$ cat src/rtl/maxpool_2x2.sv
// Streaming 2x2 stride-2 max-pool over a raster-ordered activation stream.
// Optional MAXPOOL_FRAME_DONE_EN adds a frame_done pulse on the last window of each frame.
module maxpool_2x2 #(
    parameter int DATA_W = 32,
    parameter int IMG_W  = 24,
    parameter int IMG_H  = 24
) (
    input  logic                     clk,
    input  logic                     rst,
    input  logic signed [DATA_W-1:0] din,
    input  logic                     ivalid,
    output logic signed [DATA_W-1:0] dout,
    output logic                     ovalid
`ifdef MAXPOOL_FRAME_DONE_EN
    ,
    output logic                     frame_done
`endif
);

    localparam int COL_W  = $clog2(IMG_W);
    localparam int ROW_W  = $clog2(IMG_H);
    localparam int LB_N   = IMG_W / 2;
    localparam int LB_AW  = (LB_N > 1) ? $clog2(LB_N) : 1;

    if (((IMG_W % 2) != 0) || (IMG_W < 2)) begin : g_bad_img_w
        $error("maxpool_2x2: IMG_W must be even and >= 2");
    end
    if (((IMG_H % 2) != 0) || (IMG_H < 2)) begin : g_bad_img_h
        $error("maxpool_2x2: IMG_H must be even and >= 2");
    end

    logic [COL_W-1:0]         col_q, col_d;
    logic [ROW_W-1:0]         row_q, row_d;
    logic signed [DATA_W-1:0] pair_q, pair_d;
    logic                     pair_vld_q, pair_vld_d;
    logic signed [DATA_W-1:0] dout_q, dout_d;
    logic                     ovalid_q, ovalid_d;
    logic                     fd_q, fd_d;

    // Line buffer holds the horizontal pair maxima of the last even row.
    logic signed [DATA_W-1:0] linebuf [LB_N];
    logic [LB_AW-1:0]         lb_idx;
    logic signed [DATA_W-1:0] lb_rd;
    logic signed [DATA_W-1:0] pair_max;
    logic signed [DATA_W-1:0] win_max;
    logic                     col_last, row_last;
    logic                     lb_we;

    assign lb_idx   = LB_AW'(col_q >> 1);
    assign lb_rd    = linebuf[lb_idx];
    assign pair_max = (pair_q > din) ? pair_q : din;
    assign win_max  = (lb_rd > pair_max) ? lb_rd : pair_max;
    assign col_last = (col_q == COL_W'(IMG_W - 1));
    assign row_last = (row_q == ROW_W'(IMG_H - 1));
    assign lb_we    = ivalid && col_q[0] && pair_vld_q && !row_q[0];

    always_comb begin
        col_d      = col_q;
        row_d      = row_q;
        pair_d     = pair_q;
        pair_vld_d = pair_vld_q;
        dout_d     = dout_q;
        ovalid_d   = 1'b0;
        fd_d       = 1'b0;
        if (ivalid) begin
            if (col_last) begin
                col_d = '0;
                row_d = row_last ? '0 : row_q + 1'b1;
            end else begin
                col_d = col_q + 1'b1;
            end
            if (!col_q[0]) begin
                pair_d     = din;
                pair_vld_d = 1'b1;
            end else begin
                pair_vld_d = 1'b0;
                if (pair_vld_q && row_q[0]) begin
                    dout_d   = win_max;
                    ovalid_d = 1'b1;
                    fd_d     = col_last && row_last;
                end
            end
        end
    end

    always_ff @(posedge clk) begin
        if (rst) begin
            col_q      <= '0;
            row_q      <= '0;
            pair_q     <= '0;
            pair_vld_q <= 1'b0;
            dout_q     <= '0;
            ovalid_q   <= 1'b0;
            fd_q       <= 1'b0;
        end else begin
            col_q      <= col_d;
            row_q      <= row_d;
            pair_q     <= pair_d;
            pair_vld_q <= pair_vld_d;
            dout_q     <= dout_d;
            ovalid_q   <= ovalid_d;
            fd_q       <= fd_d;
        end
    end

    // No reset: every entry is written on an even row before the odd row reads it.
    always_ff @(posedge clk) begin
        if (lb_we) begin
            linebuf[lb_idx] <= pair_max;
        end
    end

    assign dout   = dout_q;
    assign ovalid = ovalid_q;
`ifdef MAXPOOL_FRAME_DONE_EN
    assign frame_done = fd_q;
`else
    logic unused_fd;
    assign unused_fd = fd_q;
`endif

endmodule
$ cat config.mk
export PLATFORM = sky130hd
export DESIGN_NAME = maxpool_2x2
export DESIGN_NICKNAME = d
export VERILOG_FILES = /design/src/rtl/maxpool_2x2.sv
export SDC_FILE = /design/constraint.sdc
export NUM_CORES = 1
export LEC_CHECK = 0
export BUFFER_PORTS_ARGS = -buffer_cell sky130_fd_sc_hd__buf_2
export CAP_MARGIN = 30
export CORE_ASPECT_RATIO = 0.5
export CORE_MARGIN = 10
export CORE_UTILIZATION = 40
export DETAILED_ROUTE_END_ITERATION = 8
export PLACE_DENSITY = 0.58
export SLEW_MARGIN = 20
export SYNTH_ARGS = -nofsm -noshare
export SYNTH_HDL_FRONTEND = slang
export SYNTH_SLANG_ARGS = --single-unit
$ cat constraint.sdc
create_clock -name clk -period 9.6 [get_ports clk]
set_clock_uncertainty 0.05 [all_clocks]
set_input_delay 0.96 -clock clk [delete_from_list [all_inputs] [get_ports clk]]
set_output_delay 0.96 -clock clk [all_outputs]
set_load 0.01 [all_outputs]
==> metrics.md, run 1 <==
| Metric | Value |
|---|---|
| Synthesized Nets | `1425` |
| Clk buf depth | `3` |
| Worst hold start | `pair_q[0]` |
| Number of top-level design ports | `68` |
| Power share of the clock group | `40.9%` |
| Synth-to-Final Area Change | `14.0%` |
| Combinational share of power | `10.7%` |
| Pin slew with the least headroom to its limit | `1030 ps` |
| Final net count | `1490` |
| Top FF cell, synth | `sky130_fd_sc_hd__edfxtp_1` |
| Worst VDD drop | `0.123 mV` |
| WP data arrival | `7680 ps` |
| Iteration-0 DRC Markers | `1109` |
| Hpwl dp | `31700 µm` |
| Overflow after GRT | `0` |
| Critical R2R Launch | `pair_q[31]` |
| DR WL/cell | `25.2 µm` |
| Number of instances in the synthesized netlist | `1324` |
| Synth area leaders | `sky130_fd_sc_hd__edfxtp_1 (57%), sky130_fd_sc_hd__mux4_2 (11%), sky130_fd_sc_hd__dfxtp_1 (8.0%), sky130_fd_sc_hd__ha_1 (4.1%), sky130_fd_sc_hd__nand2_1 (2.7%)` |
| Total number of yosys warnings | `0` |
| Endpoint class of the critical path | `flop` |
| CP Class | `in -> reg` |
| Clk slew on worst S/H paths | `70 ps` |
| Clock net sink count | `464` |
| Post-cts sizing count | `0` |
| Count of buffering cells on the critical path with inverters included | `5` |
| Leak | `7.78 nW` |
| Distinct cell type count of the synthesized netlist | `58` |
| Count of buffers from port buffering | `67` |
| DIE HEIGHT | `179 µm` |
| Switching Power | `1.16 mW` |
| Number of register bits inferred by synthesis | `464` |
| Global-route wire length before repair | `77600 µm` |
| Timing startpoint of the critical path | `din[31]` |
| Final sum of negative setup slack | `0 ps` |
| Biggest area consumer among synthesized cells | `sky130_fd_sc_hd__edfxtp_1` |
| Design Power | `4.73 mW` |
| Number of maximum-capacitance constraint violations | `0` |
| Proportion of layout cells with a drive suffix above 1 | `22.3%` |
| Pin count of the biggest net entering global routing | `65` |
| Standard cell with the maximum stage delay on the critical path | `sky130_fd_sc_hd__and2_1` |
| CTS Root Buffer Type | `sky130_fd_sc_hd__clkbuf_16` |
| Kind of cell with the highest combined delay on the critical path | `compound AO/OA/AOI/OAI gates` |
| First-pass DRT Iterations | `5` |
| Number of nets still failing antenna checks after routing | `0` |
| Vias in the first global route | `11888` |
| Cell row count | `57` |
| Overall die area | `60200 µm²` |
| Final critical-path share of the clock period | `76.3%` |
| Crit-path max cell delay | `800 ps` |
| Final hold vios | `0` |
| Post-route cell area | `22900 µm²` |
| Number of antenna violations at the first check in global routing | `1` |
| Power per cell area | `206 nW/µm²` |
| Via count | `12161` |
| Total of hold buffers inserted after clock tree synthesis | `0` |
| Share of flip-flops with an asynchronous set or reset | `0%` |
| Total routing usage reported by global routing | `17.2%` |
| Netlist area before placement | `20100 µm²` |
| Required time at the endpoint of the critical path | `9950 ps` |
| Worst slew margin relative to its limit | `31.3%` |
| Sequential fraction of the synthesis area | `65.3%` |
| Core Region | `49100 µm²` |
| List of cells traversed by the critical path | `buf_2 > inv_1 > ha_1 > inv_2 > buf_4 > a21oi_1 > a211oi_1 > and2_1 > and2_1 > a2bb2oi_1 > o221ai_1 > ha_1 > nor2b_1 > o211ai_1 > a2111oi_0 > o31ai_1 > o2111ai_1 > mux2i_4 > buf_4 > nand2b_2 > o21ai_0` |
| Status | `completed` |
| Die width | `337 µm` |
| Number of setup violations in the final report | `0` |
| Peak Freq | `137 MHz` |
| Number of buffers inserted to repair setup after CTS | `0` |
| Number of enable flip-flop cells after synthesis | `384` |
| Share of Yosys cell area claimed by the top area cell type | `57.3%` |
| Post-Route WL | `52200 µm` |
| Net Sw Frac | `24.4%` |
| Vias per cell | `5.87` |
| Syn avg cell area | `15.2 µm²` |
| Number of buffers created by CTS | `44` |
| TritonCTS clock tree | `yes` |
| Clock H-tree levels | `2` |
| RD Place Congestion | `0.823` |
| RSZ-0062 raised after global routing | `no` |
| Area post-placement | `21300 µm²` |
| Starting Density | `41.0%` |
| Relative contribution of sequential cells to total power | `48.4%` |
| Startpoint type of the worst setup path | `input port` |
| Clock period minus final worst setup slack | `7320 ps` |
| Core occupancy in the finished layout | `46.7%` |
| Drt drc | `0` |
| Highest net fanout along the worst path | `61` |
| Internal power | `3.58 mW` |
| Clock latency at the later pin of the worst-skew pair | `580 ps` |
| Number of slew-limit violations in the final report | `0` |
| Kind of path behind the tightest hold check | `reg -> reg` |
## registers in the layout (all words and copies together) (netlist names), named ones only
signal,flops
row_q,5
pair_vld_q,1
pair_q,32
dout,32
linebuf,384
col_q,5
ovalid,1
## cells by family (layout without fill, tap and decap cells)
kind of cell | count (synthesis) | after routing | synth area share [%]
DFF | 464 | 464 | 65.3
AOI/OAI and AO/OA | 279 | 279 | 9.86
and+or+nand+nor | 233 | 233 | 5.10
buffers and inverters | 146 | 245 | 2.95
muxes | 132 | 132 | 12.6
adders and majority gates | 66 | 66 | 4.10
xor gates and xnor gates | 4 | 4 | 0.174
other | 0 | 1 | 0
## cell usage after synthesis (29+ instances only)
cell type,count
sky130_fd_sc_hd__o22ai_1,31
sky130_fd_sc_hd__nand2_1,144
sky130_fd_sc_hd__inv_1,66
sky130_fd_sc_hd__mux4_2,96
sky130_fd_sc_hd__ha_1,66
sky130_fd_sc_hd__clkbuf_1,47
sky130_fd_sc_hd__o21ai_0,44
sky130_fd_sc_hd__mux2i_1,34
sky130_fd_sc_hd__a21oi_1,62
sky130_fd_sc_hd__dfxtp_1,80
sky130_fd_sc_hd__a32oi_1,31
sky130_fd_sc_hd__nor2_1,29
sky130_fd_sc_hd__edfxtp_1,384
## worst reg2reg max path, cell delays in order, from the launching register on
cell	delay (ps)
sky130_fd_sc_hd__dfxtp_1	340
sky130_fd_sc_hd__ha_1	400
sky130_fd_sc_hd__inv_2	80
sky130_fd_sc_hd__buf_4	520
sky130_fd_sc_hd__a21oi_1	80
sky130_fd_sc_hd__a211oi_1	400
sky130_fd_sc_hd__and2_1	350
sky130_fd_sc_hd__and2_1	800
sky130_fd_sc_hd__a2bb2oi_1	150
sky130_fd_sc_hd__o221ai_1	700
sky130_fd_sc_hd__ha_1	280
sky130_fd_sc_hd__nor2b_1	130
sky130_fd_sc_hd__o211ai_1	90
sky130_fd_sc_hd__a2111oi_0	690
sky130_fd_sc_hd__o31ai_1	150
sky130_fd_sc_hd__o2111ai_1	200
sky130_fd_sc_hd__mux2i_4	280
sky130_fd_sc_hd__buf_4	390
sky130_fd_sc_hd__nand2b_2	630
sky130_fd_sc_hd__o21ai_0	200
## metal layers
layer  GRT usage (%)  routed length (µm)  part of all wire (%)  vias to the layer above
li1                -                   -                     -                     5362
met1            24.7               24300                    46                     6328
met2            26.2               23200                    44                      393
met4            3.77                 940                   1.8                        0
met5               0                   0                     0                        -
met3            3.99                3770                   7.2                       78
## cell usage in the layout (no fill, tap or decap), types with 3 or more instances in the layout
cell                         instances
sky130_fd_sc_hd__nor3_2              5
sky130_fd_sc_hd__a2bb2oi_2          10
sky130_fd_sc_hd__nand4_1            14
sky130_fd_sc_hd__clkbuf_1            3
sky130_fd_sc_hd__nand2_1           144
sky130_fd_sc_hd__a2bb2oi_1          20
sky130_fd_sc_hd__o21ai_0            44
sky130_fd_sc_hd__and2_1              3
sky130_fd_sc_hd__clkinvlp_4          3
sky130_fd_sc_hd__ha_1               66
sky130_fd_sc_hd__dfxtp_1            76
sky130_fd_sc_hd__nor3_1              4
sky130_fd_sc_hd__inv_1              66
sky130_fd_sc_hd__mux2i_1            34
sky130_fd_sc_hd__nand3_1            14
sky130_fd_sc_hd__buf_2              67
sky130_fd_sc_hd__nor2_4              8
sky130_fd_sc_hd__clkinv_2            8
sky130_fd_sc_hd__o31ai_1             4
sky130_fd_sc_hd__o221ai_1           21
sky130_fd_sc_hd__nand2b_1            3
sky130_fd_sc_hd__clkbuf_16          44
sky130_fd_sc_hd__a21o_1              5
sky130_fd_sc_hd__bufinv_16          10
sky130_fd_sc_hd__clkbuf_8            3
sky130_fd_sc_hd__nor2_1             21
sky130_fd_sc_hd__a21oi_1            62
sky130_fd_sc_hd__o22ai_1            31
sky130_fd_sc_hd__clkinv_1            3
sky130_fd_sc_hd__a221o_1             3
sky130_fd_sc_hd__xor2_1              3
sky130_fd_sc_hd__mux4_2             96
sky130_fd_sc_hd__o221ai_2           10
sky130_fd_sc_hd__clkinv_4            4
sky130_fd_sc_hd__buf_4              28
sky130_fd_sc_hd__a32oi_1            31
sky130_fd_sc_hd__o21ai_1            25
sky130_fd_sc_hd__edfxtp_1          384
## power by group through the flow
| stage | logic (mW) | registers (mW) | clock network (mW) |
|---|---|---|---|
| after floorplan | 0.341 | 2.32 | 0 |
| after global placement | 0.479 | 2.33 | 0 |
| after detailed placement | 0.498 | 2.33 | 0 |
| after CTS | 0.499 | 2.29 | 1.97 |
| after global routing | 0.555 | 2.29 | 2.04 |
| final | 0.505 | 2.29 | 1.94 |
## worst paths after layout
kind                to  cells after the start  slack, ps
min reg2reg  pair_q[0]                      2        430
max reg2reg    dout[3]                     19       2520
max            dout[3]                     21       2280
min          pair_q[0]                      2        430
## per-stage QoR
stage,hold slack (ps),worst slack (ps),std cells
after floorplan,395,4330,1324
after global placement,410,1260,1989
after detailed placement,417,1510,1990
after CTS,427,2100,2070
after global routing,455,1930,2073
final,430,2280,2073
## area by class of cell
cell class,instances,area (µm²)
tap,649,812
clock inverter,30,459
multi-input combinational,714,6510
timing repair buffer,98,608
clock buffer,50,1150
sequential,464,13100
inverter,67,251
fill,4200,26200
antenna,1,2.50
No activity file was read; power rests on OpenSTA's default activity.
==> inputs of run 2 (changes only) <==
--- a/config.mk
+++ b/config.mk
@@ -11,7 +11,7 @@
 export CORE_MARGIN = 10
 export CORE_UTILIZATION = 40
 export DETAILED_ROUTE_END_ITERATION = 8
-export PLACE_DENSITY = 0.58
+export PLACE_DENSITY = 0.61
 export SLEW_MARGIN = 20
 export SYNTH_ARGS = -nofsm -noshare
 export SYNTH_HDL_FRONTEND = slang
==> constraint.sdc (replaced) <==
create_clock -name clk -period 6.7 [get_ports clk]
set_clock_uncertainty 0.05 [all_clocks]
set_input_delay 0.67 -clock clk [delete_from_list [all_inputs] [get_ports clk]]
set_output_delay 0.67 -clock clk [all_outputs]
set_load 0.01 [all_outputs]
==> run 2 against run 1 <==
Net effect:
- sequential power grew 43%
- first-iteration DRC count grew 18%
- via count grew 0.80%
- clock power grew 20%
- critical path depth shrank 4
- sequential share of layout area grew 0.40 points
- sequential cell count is the same
- utilization shrank 0.32 points
- setup slack lost 1400 ps
==> metrics.md, run 2 (same netlist as run 1, synthesis figures left out) <==
| Metric | Value |
|---|---|
| Clock period minus final worst setup slack | `5860 ps` |
| Number of buffers inserted to repair setup after CTS | `0` |
| Power per cell area | `279 nW/µm²` |
| Overall die area | `60200 µm²` |
| Worst slew margin relative to its limit | `37.8%` |
| Endpoint class of the critical path | `flop` |
| Leak | `7.66 nW` |
| Final net count | `1500` |
| DIE HEIGHT | `179 µm` |
| Post-cts sizing count | `0` |
| Count of buffers from port buffering | `67` |
| Design Power | `6.35 mW` |
| Number of top-level design ports | `68` |
| Critical R2R Launch | `pair_q[31]` |
| Combinational share of power | `11.6%` |
| Drt drc | `0` |
| TritonCTS clock tree | `yes` |
| CTS Root Buffer Type | `sky130_fd_sc_hd__clkbuf_16` |
| Iteration-0 DRC Markers | `1308` |
| R2R depth | `17` |
| Starting Density | `41.0%` |
| Core occupancy in the finished layout | `46.4%` |
| Switching Power | `1.58 mW` |
| Net Sw Frac | `24.8%` |
| Flip-flop count of the largest register, all copies and words added | `384` |
| Pin count of the biggest net entering global routing | `65` |
| RSZ-0062 raised after global routing | `no` |
| Number of slew-limit violations in the final report | `0` |
| Total routing usage reported by global routing | `17.0%` |
| Vias per cell | `5.88` |
| Final critical-path share of the clock period | `87.4%` |
| Relative contribution of sequential cells to total power | `51.7%` |
| Standard cell with the maximum stage delay on the critical path | `sky130_fd_sc_hd__a2111oi_0` |
| Startpoint type of the worst setup path | `flop` |
| First-pass DRT Iterations | `8` |
| List of cells traversed by the critical path | `ha_1 > nand4_2 > nor4_2 > nand3_2 > a21bo_2 > buf_4 > a2bb2oi_1 > o221ai_1 > ha_1 > nand4_1 > a2111oi_0 > o31ai_1 > o2111ai_1 > mux2i_4 > buf_4 > nor2_1 > a221o_1` |
| Via count | `12258` |
| CP Class | `reg -> reg` |
| Core Region | `49100 µm²` |
| WP data arrival | `6260 ps` |
| Power share of the clock group | `36.7%` |
| Overflow after GRT | `0` |
| Vias in the first global route | `12199` |
| Worst reg2reg endpoint | `dout[0]` |
| Crit-path max cell delay | `570 ps` |
| Number of setup violations in the final report | `0` |
| Synth-to-Final Area Change | `13.2%` |
| Number of maximum-capacitance constraint violations | `0` |
| Number of buffers created by CTS | `43` |
| Clock latency at the later pin of the worst-skew pair | `570 ps` |
| Post-Route WL | `51600 µm` |
| Clock net sink count | `464` |
| Worst reg2reg setup slack | `840 ps` |
| RD Place Congestion | `0.833` |
| Global-route wire length before repair | `77500 µm` |
| Number of nets still failing antenna checks after routing | `0` |
| Final hold vios | `0` |
| Worst VDD drop | `0.203 mV` |
| Clk slew on worst S/H paths | `70 ps` |
| Highest net fanout along the worst path | `17` |
| Fillers | `4163` |
| Pin slew with the least headroom to its limit | `930 ps` |
| Status | `completed` |
| Register Area | `13100 µm²` |
| Peak Freq | `171 MHz` |
| Number of antenna violations at the first check in global routing | `4` |
| Kind of path behind the tightest hold check | `in -> reg` |
| Cell row count | `57` |
| Proportion of layout cells with a drive suffix above 1 | `21.5%` |
| Total of hold buffers inserted after clock tree synthesis | `0` |
| Hpwl dp | `31800 µm` |
| Capturing instance or port of the critical path | `dout[0]` |
| Die width | `337 µm` |
| Clk buf depth | `3` |
| Final sum of negative setup slack | `0 ps` |
| Timing startpoint of the critical path | `pair_q[31]` |
| Multi-input combinational cell area | `6530 µm²` |
| DR WL/cell | `24.7 µm` |
| Required time at the endpoint of the critical path | `7100 ps` |
| Register name with the most flops | `linebuf` |
| Internal power | `4.77 mW` |
| Clock H-tree levels | `2` |
| Commonest non-fill, non-tap cell in the layout | `sky130_fd_sc_hd__edfxtp_1` |
| Commonest cells after routing, fill and taps aside | `sky130_fd_sc_hd__edfxtp_1 (384), sky130_fd_sc_hd__nand2_1 (144), sky130_fd_sc_hd__mux4_2 (96), sky130_fd_sc_hd__dfxtp_1 (76), sky130_fd_sc_hd__buf_2 (67)` |
run 2: layout make-up:
| cell class | instances | share of cell area (%) |
|---|---|---|
| Sequential cell | 464 | 57.7 |
| Multi-Input combinational cell | 714 | 28.7 |
| Clock buffer | 63 | 5.23 |
| Tap cell | 649 | 3.56 |
| Timing Repair Buffer | 109 | 3.20 |
| Inverter | 67 | 1.10 |
| Clock inverter | 15 | 0.511 |
| Antenna cell | 3 | 0.0330 |
run 2: worst min-delay path by stage:
stage / startpoint / end / slack, ps / cells after the start
2_1_floorplan: row_q[3] / row_q[3] / 400 / 2
3_3_place_gp: row_q[3] / row_q[3] / 410 / 2
3_5_place_dp: dout[26] / dout[26] / 420 / 2
4_1_cts: din[5] / pair_q[5] / 310 / 3
5_1_grt: din[9] / pair_q[9] / 330 / 3
6_report: din[9] / pair_q[9] / 330 / 3
run 2: critical path: cells and delay by family, from the launching register on:
kind                       cells  cell delay [ps]
muxes                          1              310
DFF                            1              340
AOI/OAI and AO/OA              7             2360
buffers and inverters          2              560
adders and majority gates      2              940
and+or+nand+nor                5             1190
run 2: per-stage QoR:
step | setup WS, ps | std cells | hold slack (ps) | cell area [µm²]
2_1_floorplan | 1720 | 1324 | 395 | 20100
3_3_place_gp | 484 | 2000 | 406 | 21400
3_5_place_dp | 464 | 2002 | 425 | 21400
4_1_cts | 953 | 2080 | 308 | 22800
5_1_grt | 475 | 2084 | 326 | 22800
6_report | 844 | 2084 | 328 | 22800
run 2: power by group through the flow:
stage	Combinational [mW]	Sequential [mW]	Clock, mW
finish	0.739	3.28	2.33
global route	0.809	3.29	2.48
CTS	0.728	3.28	2.37
detailed placement	0.726	3.35	0
global placement	0.695	3.34	0
floorplan	0.488	3.32	0
run 2: routing by layer:
layer	up-vias	global-route usage, %	part of all wire [%]
met5	-	0	0.025
met4	2	4.85	1.8
li1	5397	-	-
met2	496	26.2	45
met1	6288	24.3	45
met3	75	3.39	8.0
==> inputs of run 3 (changes only) <==
--- a/config.mk
+++ b/config.mk
@@ -11,7 +11,7 @@
 export CORE_MARGIN = 10
 export CORE_UTILIZATION = 40
 export DETAILED_ROUTE_END_ITERATION = 8
-export PLACE_DENSITY = 0.61
+export PLACE_DENSITY = 0.58
 export SLEW_MARGIN = 20
 export SYNTH_ARGS = -nofsm -noshare
 export SYNTH_HDL_FRONTEND = slang
==> constraint.sdc (replaced) <==
create_clock -name clk -period 6.1 [get_ports clk]
set_clock_uncertainty 0.05 [all_clocks]
set_input_delay 0.61 -clock clk [delete_from_list [all_inputs] [get_ports clk]]
set_output_delay 0.61 -clock clk [all_outputs]
set_load 0.01 [all_outputs]
==> run 3 against run 2 <==
Net effect:
- via count rose by 0.61%
- sequential power rose by 9.8%
- combinational power rose by 12%
- sequential cell count did not move
- non-clock buffer count rose by 8
- maximum frequency rose by 7.0%
- hold slack got worse by 70 ps
- critical path depth rose by 2
- global-route usage rose by 0.10 points
- die area did not move
==> metrics.md, run 3 (same netlist as run 1, synthesis figures left out) <==
| Metric | Value |
|---|---|
| Number of antenna violations at the first check in global routing | `0` |
| Cell row count | `57` |
| First-pass DRT Iterations | `5` |
| Final critical-path share of the clock period | `89.8%` |
| Final hold vios | `0` |
| Global-route wire length before repair | `78000 µm` |
| Endpoint class of the critical path | `flop` |
| Vias in the first global route | `12080` |
| Proportion of layout cells with a drive suffix above 1 | `21.9%` |
| CTS Root Buffer Type | `sky130_fd_sc_hd__clkbuf_16` |
| Drt drc | `0` |
| Post-route worst setup slack | `625 ps` |
| Hpwl dp | `31900 µm` |
| Flip-flop count of the largest register, all copies and words added | `384` |
| Clk buf depth | `3` |
| Register name with the most flops | `linebuf` |
| Clock period minus final worst setup slack | `5470 ps` |
| Final net count | `1508` |
| Via count | `12333` |
| Overflow after GRT | `0` |
| Worst VDD drop | `0.194 mV` |
| Worst slew margin relative to its limit | `36.7%` |
| RSZ-0062 raised after global routing | `no` |
| Post-placement setup slack | `186 ps` |
| Commonest non-fill, non-tap cell in the layout | `sky130_fd_sc_hd__edfxtp_1` |
| Startpoint type of the worst setup path | `flop` |
| Pin slew with the least headroom to its limit | `950 ps` |
| Clock net sink count | `464` |
| Worst reg2reg setup slack | `630 ps` |
| Number of buffers created by CTS | `43` |
| Multi-input combinational cell area | `6510 µm²` |
| Post-cts sizing count | `0` |
| DR WL/cell | `24.9 µm` |
| Detailed route wirelength on metal3 | `3780 µm` |
| Iteration-0 DRC Markers | `1324` |
| Post-Route WL | `52100 µm` |
| Clock latency at the later pin of the worst-skew pair | `580 ps` |
| Kind of path behind the tightest hold check | `in -> reg` |
| Total routing usage reported by global routing | `17.1%` |
| Fillers | `4184` |
| DIE HEIGHT | `179 µm` |
| Number of setup violations in the final report | `0` |
| Commonest cells after routing, fill and taps aside | `sky130_fd_sc_hd__edfxtp_1 (384), sky130_fd_sc_hd__nand2_1 (144), sky130_fd_sc_hd__mux4_2 (96), sky130_fd_sc_hd__dfxtp_1 (76), sky130_fd_sc_hd__buf_2 (67)` |
| Starting Density | `41.0%` |
| Number of maximum-capacitance constraint violations | `0` |
| Die width | `337 µm` |
| Core Region | `49100 µm²` |
| Highest net fanout along the worst path | `34` |
| Detailed route wirelength on metal2 | `23800 µm` |
| CP Class | `reg -> reg` |
| Clock H-tree levels | `2` |
| Number of slew-limit violations in the final report | `0` |
| Leak | `7.73 nW` |
| TritonCTS clock tree | `yes` |
| Met1 layer wirelength in the final routing | `23700 µm` |
| Power per cell area | `307 nW/µm²` |
| Synth-to-Final Area Change | `13.3%` |
| Status | `completed` |
| Pin count of the biggest net entering global routing | `61` |
| Number of nets still failing antenna checks after routing | `0` |
| Register Area | `13100 µm²` |
| Overall die area | `60200 µm²` |
| Count of buffers from port buffering | `67` |
| Number of buffers inserted to repair setup after CTS | `0` |
| Total of hold buffers inserted after clock tree synthesis | `0` |
| Top metal layer carrying routed signals | `met4` |
| RD Place Congestion | `0.801` |
| Final sum of negative setup slack | `0 ps` |
| Clk slew on worst S/H paths | `60 ps` |
| Vias per cell | `5.90` |
| Number of top-level design ports | `68` |
| WP data arrival | `5880 ps` |
| Design Power | `7.01 mW` |
| Peak Freq | `183 MHz` |
| Required time at the endpoint of the critical path | `6510 ps` |
run 3: final cells by class:
cell class,instances,area share (%)
clock buffers,57,4.99
inverters,67,1.10
multi-input cells,714,28.6
well taps,649,3.56
flip-flops and latches,464,57.7
clock inverters,20,0.703
diodes,1,0.0110
repair buffers,117,3.42
run 3: critical path: stages, from the launching register on:
cell and delay (ps):
sky130_fd_sc_hd__dfxtp_1 340, sky130_fd_sc_hd__ha_1 440, sky130_fd_sc_hd__nand4_2 190, sky130_fd_sc_hd__nor4_2 410, sky130_fd_sc_hd__nand3_2 110, sky130_fd_sc_hd__buf_4 300
sky130_fd_sc_hd__nand3_1 180, sky130_fd_sc_hd__buf_4 240, sky130_fd_sc_hd__o22ai_1 120, sky130_fd_sc_hd__nand2_1 80, sky130_fd_sc_hd__o221ai_1 370, sky130_fd_sc_hd__ha_1 490
sky130_fd_sc_hd__nand4_1 180, sky130_fd_sc_hd__a2111oi_0 610, sky130_fd_sc_hd__o31ai_1 160, sky130_fd_sc_hd__o2111ai_1 190, sky130_fd_sc_hd__mux2i_4 310, sky130_fd_sc_hd__buf_4 250
sky130_fd_sc_hd__nor2_1 60, sky130_fd_sc_hd__a221o_1 290
run 3: metrics by stage:
step | std cells | utilization (%) | hold slack (ps) | cell area [µm²]
2_1_floorplan | 1324 | - | 395 | 20100
3_3_place_gp | 2010 | 43.7 | 412 | 21500
3_5_place_dp | 2011 | 43.7 | 421 | 21500
4_1_cts | 2088 | 46.4 | 237 | 22800
5_1_grt | 2088 | 46.4 | 258 | 22800
6_report | 2089 | 46.4 | 258 | 22800
run 3: path summary, 6_finish.rpt:
path	start	endpoint	cells after the start
min	din[6]	pair_q[6]	3
max	pair_q[31]	dout[0]	19
max reg2reg	pair_q[31]	dout[0]	19
min reg2reg	pair_q[0]	pair_q[0]	2
run 3: power breakdown:
| group | internal (mW) | total, mW | switching (mW) | leakage [nW] |
|---|---|---|---|---|
| Combinational | 0.286 | 0.831 | 0.545 | 2.99 |
| Sequential | 3.57 | 3.60 | 0.0371 | 4.11 |
| Clock | 1.37 | 2.57 | 1.20 | 0.627 |
run 3: per-layer routing:
metal / vias to the layer above / global-route usage [%]
met3: 57 / 2.75
met5: - / 0
li1: 5398 / -
met4: 0 / 3.68
met2: 442 / 26.5
met1: 6436 / 25.2
